### src/rtl/npu_host_bridge.sv
`default_nettype none
// +--------------------------------------------------------------------------+
// | npu_host_bridge: loads matrices A/B into the NPU, issues descriptors and |
// | commits the NPU writeback stream to data memory.                         |
// | Optional: NPU_HOST_BRIDGE_TIMEOUT_EN adds o_err and a RUN-cycle watchdog. |
// | Revision: 1.0                                                            |
// +--------------------------------------------------------------------------+
module npu_host_bridge #(
  parameter int DATA_W = 32,
  parameter int MAT_N  = 9,
  parameter int B_SLOT = 9
`ifdef NPU_HOST_BRIDGE_TIMEOUT_EN
  ,
  parameter int TIMEOUT = 255
`endif
) (
  input  logic              clk,
  input  logic              rst,
  input  logic              i_start,
  input  logic [DATA_W-1:0] i_base_a,
  input  logic [DATA_W-1:0] i_base_b,
  input  logic [DATA_W-1:0] i_base_c,
  output logic              o_busy,
  output logic              o_done,
`ifdef NPU_HOST_BRIDGE_TIMEOUT_EN
  output logic              o_err,
`endif
  output logic [3:0]        o_wb_count,
  output logic              o_dmem_re,
  output logic [DATA_W-1:0] o_dmem_raddr,
  input  logic [DATA_W-1:0] i_dmem_rdata,
  output logic              o_dmem_we,
  output logic [DATA_W-1:0] o_dmem_waddr,
  output logic [DATA_W-1:0] o_dmem_wdata,
  output logic              o_npu_en,
  output logic              o_npu_get_wr,
  output logic [DATA_W-1:0] o_npu_get_data,
  output logic [DATA_W-1:0] o_npu_get_addr,
  output logic [DATA_W-1:0] o_npu_mem_addr,
  input  logic              i_npu_pass_we,
  input  logic [DATA_W-1:0] i_npu_modified_addr,
  input  logic [DATA_W-1:0] i_npu_modified_data,
  input  logic              i_npu_ack
);

  localparam int                IDX_W       = $clog2(2*MAT_N+1);
  localparam logic [IDX_W-1:0]  c_last      = IDX_W'(2*MAT_N);
  localparam logic [IDX_W-1:0]  c_mat_n     = IDX_W'(MAT_N);
  localparam logic [3:0]        c_wb_max    = 4'(MAT_N);
  localparam logic [DATA_W-1:0] c_word_mask = {{(DATA_W-2){1'b1}}, 2'b00};

  typedef enum logic [2:0] {
    S_IDLE = 3'd0,
    S_LOAD = 3'd1,
    S_DESC = 3'd2,
    S_RUN  = 3'd3,
    S_DONE = 3'd4
  } state_t;

  state_t            r_state;
  state_t            w_next;
  logic [IDX_W-1:0]  r_idx;
  logic [IDX_W-1:0]  w_slot;
  logic [DATA_W-1:0] r_base_a;
  logic [DATA_W-1:0] r_base_b;
  logic [DATA_W-1:0] r_base_c;
  logic              r_wb_we;
  logic [DATA_W-1:0] r_wb_addr;
  logic [DATA_W-1:0] r_wb_data;
  logic [3:0]        r_wb_count;
  logic              w_accept;
  logic              w_wb_take;
  logic              w_wb_done;
  logic              w_finish;

  assign w_accept  = (r_state == S_IDLE) && i_start;
  assign w_wb_take = i_npu_pass_we && ((r_state == S_DESC) || (r_state == S_RUN));
  // Completion counts samples, so a MAT_N-th write seen during DESC still ends RUN at once.
  assign w_wb_done = (r_wb_count >= c_wb_max) ||
                     (i_npu_pass_we && (r_wb_count == (c_wb_max - 4'd1)));
  assign w_finish  = w_wb_done || i_npu_ack;

`ifdef NPU_HOST_BRIDGE_TIMEOUT_EN
  localparam int               RUN_W      = $clog2(TIMEOUT+1);
  localparam logic [RUN_W-1:0] c_run_last = RUN_W'(TIMEOUT-1);

  logic [RUN_W-1:0] r_run_cnt;
  logic             r_err;
  logic             w_timeout;

  assign w_timeout = (r_state == S_RUN) && (r_run_cnt == c_run_last) && !w_finish;
  assign o_err     = r_err;

  always_ff @(posedge clk or posedge rst) begin
    if (rst) begin
      r_run_cnt <= '0;
      r_err     <= 1'b0;
    end else begin
      r_run_cnt <= (r_state == S_RUN) ? r_run_cnt + 1'b1 : '0;
      if (w_accept) begin
        r_err <= 1'b0;
      end else if (w_timeout) begin
        r_err <= 1'b1;
      end
    end
  end
`endif

  always_ff @(posedge clk or posedge rst) begin
    if (rst) begin
      r_state <= S_IDLE;
    end else begin
      r_state <= w_next;
    end
  end

  always_ff @(posedge clk or posedge rst) begin
    if (rst) begin
      r_idx      <= '0;
      r_base_a   <= '0;
      r_base_b   <= '0;
      r_base_c   <= '0;
      r_wb_we    <= 1'b0;
      r_wb_addr  <= '0;
      r_wb_data  <= '0;
      r_wb_count <= '0;
    end else begin
      if (r_state != w_next) begin
        r_idx <= '0;
      end else if ((r_state == S_LOAD) || (r_state == S_DESC)) begin
        r_idx <= r_idx + 1'b1;
      end
      if (w_accept) begin
        r_base_a   <= i_base_a & c_word_mask;
        r_base_b   <= i_base_b & c_word_mask;
        r_base_c   <= i_base_c & c_word_mask;
        r_wb_count <= '0;
      end
      r_wb_we <= w_wb_take;
      if (w_wb_take) begin
        r_wb_addr <= i_npu_modified_addr & c_word_mask;
        r_wb_data <= i_npu_modified_data;
        if (r_wb_count != c_wb_max) begin
          r_wb_count <= r_wb_count + 4'd1;
        end
      end
    end
  end

  always_comb begin
    w_next         = r_state;
    w_slot         = r_idx - 1'b1;
    o_busy         = (r_state != S_IDLE);
    o_done         = 1'b0;
    o_dmem_re      = 1'b0;
    o_dmem_raddr   = '0;
    o_npu_en       = 1'b0;
    o_npu_get_wr   = 1'b0;
    o_npu_get_data = '0;
    o_npu_get_addr = '0;
    o_npu_mem_addr = '0;
    case (r_state)
      S_IDLE: begin
        if (i_start) w_next = S_LOAD;
      end
      S_LOAD: begin
        // Read n is issued in cycle n; its data is pushed to slot n in cycle n+1.
        if (r_idx != c_last) begin
          o_dmem_re    = 1'b1;
          o_dmem_raddr = (r_idx < c_mat_n) ? r_base_a + (DATA_W'(r_idx) << 2)
                                           : r_base_b + (DATA_W'(r_idx - c_mat_n) << 2);
        end else begin
          w_next = S_DESC;
        end
        if (r_idx != '0) begin
          o_npu_get_wr   = 1'b1;
          o_npu_get_data = i_dmem_rdata;
          o_npu_mem_addr = DATA_W'(w_slot);
          o_npu_get_addr = DATA_W'(w_slot) << 2;
        end
      end
      S_DESC: begin
        o_npu_en = 1'b1;
        if (r_idx == IDX_W'(0)) begin
          o_npu_get_data = '0;
        end else if (r_idx == IDX_W'(1)) begin
          o_npu_get_data = DATA_W'(4*B_SLOT);
        end else begin
          o_npu_get_data = r_base_c;
          w_next         = S_RUN;
        end
      end
      S_RUN: begin
        o_npu_en = 1'b1;
        if (w_finish) w_next = S_DONE;
`ifdef NPU_HOST_BRIDGE_TIMEOUT_EN
        if (w_timeout) w_next = S_DONE;
`endif
      end
      S_DONE: begin
        o_done = 1'b1;
        w_next = S_IDLE;
      end
      default: begin
        w_next = S_IDLE;
      end
    endcase
  end

  assign o_dmem_we    = r_wb_we;
  assign o_dmem_waddr = r_wb_addr;
  assign o_dmem_wdata = r_wb_data;
  assign o_wb_count   = r_wb_count;

endmodule
`default_nettype wire

### config.mk
export PLATFORM = sky130hd
export DESIGN_NAME = npu_host_bridge
export DESIGN_NICKNAME = d
export VERILOG_FILES = /design/src/rtl/npu_host_bridge.sv
export SDC_FILE = /design/constraint.sdc
export NUM_CORES = 1
export LEC_CHECK = 0
export CORE_MARGIN = 5
export CORE_UTILIZATION = 41
export CTS_BUF_LIST = sky130_fd_sc_hd__clkbuf_4
export DETAILED_ROUTE_END_ITERATION = 12
export GPL_TIMING_DRIVEN = 0
export PLACE_DENSITY = 0.78
export RECOVER_POWER = 50
export SLEW_MARGIN = 15
export SYNTH_ARGS = -nofsm -noshare
export SYNTH_HDL_FRONTEND = slang
export SYNTH_SLANG_ARGS = --single-unit
### constraint.sdc
create_clock -name clk -period 5.5 [get_ports clk]
set_input_delay 0.825 -clock clk [delete_from_list [all_inputs] [get_ports clk]]
set_output_delay 0.825 -clock clk [all_outputs]
set_load 0.02 [all_outputs]
# ---- Yosys cells after proc, flatten, opt, wreduce, memory -nomap -nowiden
# Index checks and enable logic that the tools add are counted.
dict set report totals {
  regBits 165
  in_bits 197
  output_inout_bits 202
  word_cells 67
}
dict set report classes {
  n_addsub 6
  order_cmp 2
  eq_ne 9
  muxes 28
  reduce_logical 13
}
# cell n
set ops {}
lappend ops {{2-to-1 mux 32 bit} 6}
lappend ops {{case mux 32 bit (2 select lines)} 1}
lappend ops {{adder 32 bit} 1}
lappend ops {{adder 32 x 7 -> 32 bit} 1}
lappend ops {{2-to-1 mux 5 bit} 4}
lappend ops {{2-to-1 mux 3 bit} 5}
lappend ops {{2-to-1 mux 7 bit} 2}
lappend ops {{2-to-1 mux 4 bit} 3}
lappend ops {{case mux 3 bit (4 select lines)} 1}
lappend ops {{== test 3 x 2 -> 1 bit (second input constant)} 2}
lappend ops {{2-to-1 mux 1 bit} 6}
lappend ops {{subtractor 5 x 4 -> 6 bit (second input constant)} 1}
lappend ops {{adder 5 x 1 -> 5 bit (second input constant)} 1}
lappend ops {{== test 5 x 1 -> 1 bit (second input constant)} 1}
lappend ops {{zero test 5 bit} 1}
lappend ops {{less-than comparator 5 x 4 -> 1 bit (second input constant)} 1}
lappend ops {{!= test 5 bit (second input constant)} 1}
lappend ops {{nonzero test 5 bit} 1}
lappend ops {{subtractor 5 x 1 -> 5 bit (second input constant)} 1}
lappend ops {{adder 4 x 1 -> 4 bit (second input constant)} 1}
lappend ops {{== test 4 bit (second input constant)} 1}
lappend ops {{greater-or-equal comparator 4 bit (second input constant)} 1}
lappend ops {{logical OR 1 bit} 4}
lappend ops {{!= test 4 bit (second input constant)} 1}
lappend ops {{8 further kinds} 10}

# ---- Longest topological paths before layout
dict set report logic_depth {
  word_depth 8
  depth_mapped 14
  depth_no_buf 14
}

# ---- Worst setup path before layout
# OpenSTA, ideal clock, no wires.
dict set report synth_timing {
  kind {reg-to-output}
  start {register r_idx[2]}
  end {output o_dmem_raddr[20]}
  arrival_ps 4096
  slack_ps 579
  stages_incl_launch_ff 11
  path_buffers 1
  cell_sequence {dfrtp_1 buf_2 or3_1 a21oi_1 ha_1 a21o_1 a22oi_4 o211ai_4 a221oi_1 xor2_1 a211oi_1}
}
dict set report synth_via {
  elab_chain_len 5
  word_cells_on_any_way 8
  cone_classes {3 x add/sub; 1 x order compare; 1 x eq/ne; 3 x mux}
}
# item line_no
set synth_rtl {}
lappend synth_rtl {{start: declaration} 62} ;# logic [IDX_W-1:0] r_idx;
lappend synth_rtl {{start signal: assignment} 131} ;# r_idx <= r_idx + 1'b1;
lappend synth_rtl {{subtractor 5 x 4 -> 6 bit} 171} ;# : r_base_b + (DATA_W'(r_idx - c_mat_n) << 2);
lappend synth_rtl {{adder 32 bit} 171}
lappend synth_rtl {{2-to-1 mux 32 bit} 170} ;# o_dmem_raddr = (r_idx < c_mat_n) ? r_base_a + (DATA_W'(r_idx) << 2)
lappend synth_rtl {{2-to-1 mux 32 bit *} 168} ;# if (r_idx != c_last) begin
lappend synth_rtl {{2-to-1 mux 32 bit *} 162} ;# case (r_state)
lappend synth_rtl {{end: declaration} 30} ;# output logic [DATA_W-1:0] o_dmem_raddr,
# Mark *: on every way between the ends. The rest lies on a longest branch, timed or not.

# ---- Final worst setup path
dict set report layout_timing {
  start {register r_idx[2]}
  end {output o_dmem_raddr[26]}
}
# Same word-level chain as after synthesis.

==> metrics.cfg <==
[status]
status=finished with violations
violations=max-capacitance violations, max-slew violations

[detailed_routing]
drcViolationCount=0
drt-pass1-iter-count=7
wl_met2_um=15800
vias_per_cell=4.96
drt_iter0_markers=379
num_vias=8780
met1_length_um=12300
highest_layer=met4
antenna_left=0
wl_per_cell_um=17.9
route.met3.wl_um=2970
wirelength_um=31700

[pwr]
p_leak_nw=6.58
internal-power_mw=4.87
power_frac_seq=0.225
p_clk_frac=0.080
swShare=0.481
peakVddDrop_mv=0.344
p_total_mw=9.40
pwr_density_cell_nw_per_um2=662
netSwitchingPower_mw=4.53
combPwrFrac=0.695

[yosys]
ys_seq_elements=165
synth-main-ff-cell=dfrtp_1
yosysTopAreaCell=dfrtp_1
syn_avg_cell_area_um2=9.59
ys_warn_count=0
yosysSeqAreaShare=0.420
synth.distinct_cells=62
synth_cells=1025
synth_area_um2=9830
async_flop_share=1.00
synth_top_area_frac=0.420
netlist_top_cells_area=dfrtp_1, mux2_2, nand2_1, ha_1, buf_4
synth_edf_count=0

[timing]
rsz0062_at_grt=true
setup_violations=0
hold_viol=0
max_freq_mhz=190
drv_slew=67
min_period_ns=5.26
tightest_slew_ns=3.04
min_period_over_period=0.956
finClkSkew_ns=0.0472
slew_headroom=-1.04

[global_routing]
grt_pass1_wl_um=48400
grt_overflow=0
grt_use_total=0.228
grt_max_degree=100
antenna_found_initial=1
grt_pass1_vias=9036

[cts]
clock_sinks=165
cts_buffers=17
clockBufferDepth=2
h-tree-depth=4
cts_tree=done
clk_latency_ns=0.58
cts.clk_slew.worst_paths_ns=0.16
cts_root_buffer=clkbuf_4

[min_path]
hp-class=flip-flop to flip-flop
min_to=o_dmem_waddr[4]
hold_path_depth=2
hold_start=o_dmem_waddr[4]

[layout]
drive_gt1_frac=0.160
final_cells=1771
nets=1679
fillers=2051
fin_area_um2=14200
syn2layout_area_growth_pct=44.5
fin_util=0.603

[critical_path]
r2r-end=r_base_b[8]
end_kind=output pin
reg2reg_setup_slack_ns=3.08
reg2reg_depth=5
crit_arrival_ns=4.44
worst_setup_path_start_kind=flip-flop
required_ns=4.68
path_max_fanout=11
criticalPathCategory=flip-flop to output pin
r2r_start=r_state[0]

[placed_design]
routabilityCongestion=0.868
portBuffers=332
dp_hpwl_um=25100
dp.cells=1734
detailed_place.area_um2=13800

[floorplanning]
ioPinCount=399
dieHeight_um=165
start_util=0.417
fp-row-count=56
die-area_um2=27200
core-area_um2=23500
die_w_um=165

[job]
cap_violations=1

## cell usage in the layout, fill, tap and decap left out, drive strengths merged, types with 43 or more instances in the layout
cell           Yosys  final
a21oi             49     50
buf               86     85
clkbuf            24     45
clkdlybuf4s50      0    323
conb               1     58
dfrtp            165    165
ha                43     43
mux2              90     90
nand2            233    233
nor2              53     53
## metal layers
metal / GRT usage / vias up
li1: - / 4218
met1: 0.266 / 4178
met2: 0.400 / 347
met3: 0.0829 / 37
met4: 0.0560 / 0
met5: 0 / -
## cell type report
type                            instances  area (µm²)  share of cell area
Multi-Input combinational cell        787        5210               0.367
Sequential cell                       165        4130               0.291
Timing Repair Buffer                  335        3400               0.239
Buffer                                110         672              0.0473
Tap cell                              319         399              0.0281
Clock inverter                         15         179              0.0126
Clock buffer                           17         128             0.00899
Inverter                               21        80.1             0.00564
Antenna cell                            2        5.00            0.000352
## cells in the mapped netlist (4+ instances only)
cell,number
xnor2_1,28
buf_1,4
clkbuf_1,24
nor2_1,53
nand2_1,233
inv_1,19
nand3_1,14
and2_1,7
a22o_1,29
nand2b_1,10
a211oi_1,14
and3_1,8
buf_2,18
o211ai_1,4
dfrtp_1,165
mux2_2,90
a21o_1,13
nand4_1,11
a21oi_1,48
or3_1,5
xor2_1,33
buf_4,64
ha_1,43
o21bai_1,7
o21ai_0,22
## kinds of logic after synthesis
kind of cell             after synthesis  share of synthesized area
flip-flops                           165                      0.420
AND/OR/NAND/NOR                      362                      0.161
multiplexers                          91                      0.104
XOR/XNOR                              61                     0.0544
buffers and inverters                131                     0.0768
AO/OA/AOI/OAI                        169                      0.125
other                                  1                   0.000382
adder cells (fa/ha/maj)               45                     0.0588
## critical path: stages (launching register included)
cell and delay, ns:
dfrtp_1 0.42, buf_2 0.18, or3_4 0.41, a21oi_4 0.17, buf_12 0.15, ha_1 0.30
a21o_1 0.25, a22oi_4 0.28, o211ai_4 0.15, o41ai_4 0.38, o221ai_1 0.22, xnor2_1 0.19
a21oi_1 0.18, clkdlybuf4s50_1 0.63
## power groups by stage
stage | Combinational [mW] | Sequential [mW] | Clock [mW]
2_1_floorplan | 3.99 | 2.20 | 0
3_3_place_gp | 6.34 | 2.11 | 0
3_5_place_dp | 6.45 | 2.13 | 0
4_1_cts | 6.53 | 2.11 | 0.779
5_1_grt | 7.08 | 2.18 | 0.832
6_report | 6.53 | 2.11 | 0.753
## worst max path at each step
stage | start | cells past startpoint | end
2_1_floorplan | rst | 1 | o_dmem_waddr[10]
5_1_grt | r_idx[2] | 13 | o_dmem_raddr[26]
3_5_place_dp | r_idx[0] | 11 | o_dmem_raddr[24]
3_3_place_gp | rst | 2 | r_base_b[10]
4_1_cts | r_idx[2] | 13 | o_dmem_raddr[24]
6_report | r_idx[2] | 13 | o_dmem_raddr[26]
## registers in the layout, summed over array words and instances (netlist names)
signal        cells
o_dmem_wdata     32
o_dmem_waddr     30
r_base_a         30
r_base_b         30
r_base_c         30
r_idx             5
o_wb_count        4
r_state           3
o_dmem_we         1
## per-stage QoR
| stage | setup WS (ns) | hold WS, ns | setup TNS (ns) |
|---|---|---|---|
| 2_1_floorplan | 0.213 | 0.481 | 0 |
| 3_3_place_gp | -2.13 | 0.457 | -361.50 |
| 3_5_place_dp | 0.295 | 0.462 | 0 |
| 4_1_cts | 0.00606 | 0.498 | 0 |
| 5_1_grt | -0.0462 | 0.521 | -0.0544 |
| 6_report | 0.240 | 0.497 | 0 |
## what timing repair did
item,4_1_cts,5_1_grt
hold buffers,0,0
pin swaps,1,0
endpoints found under the setup margin,17,13
gates cloned,1,0
resized for setup,3,13
buffers inserted,2,0
Note: power is estimated with default switching activity, not from simulation.
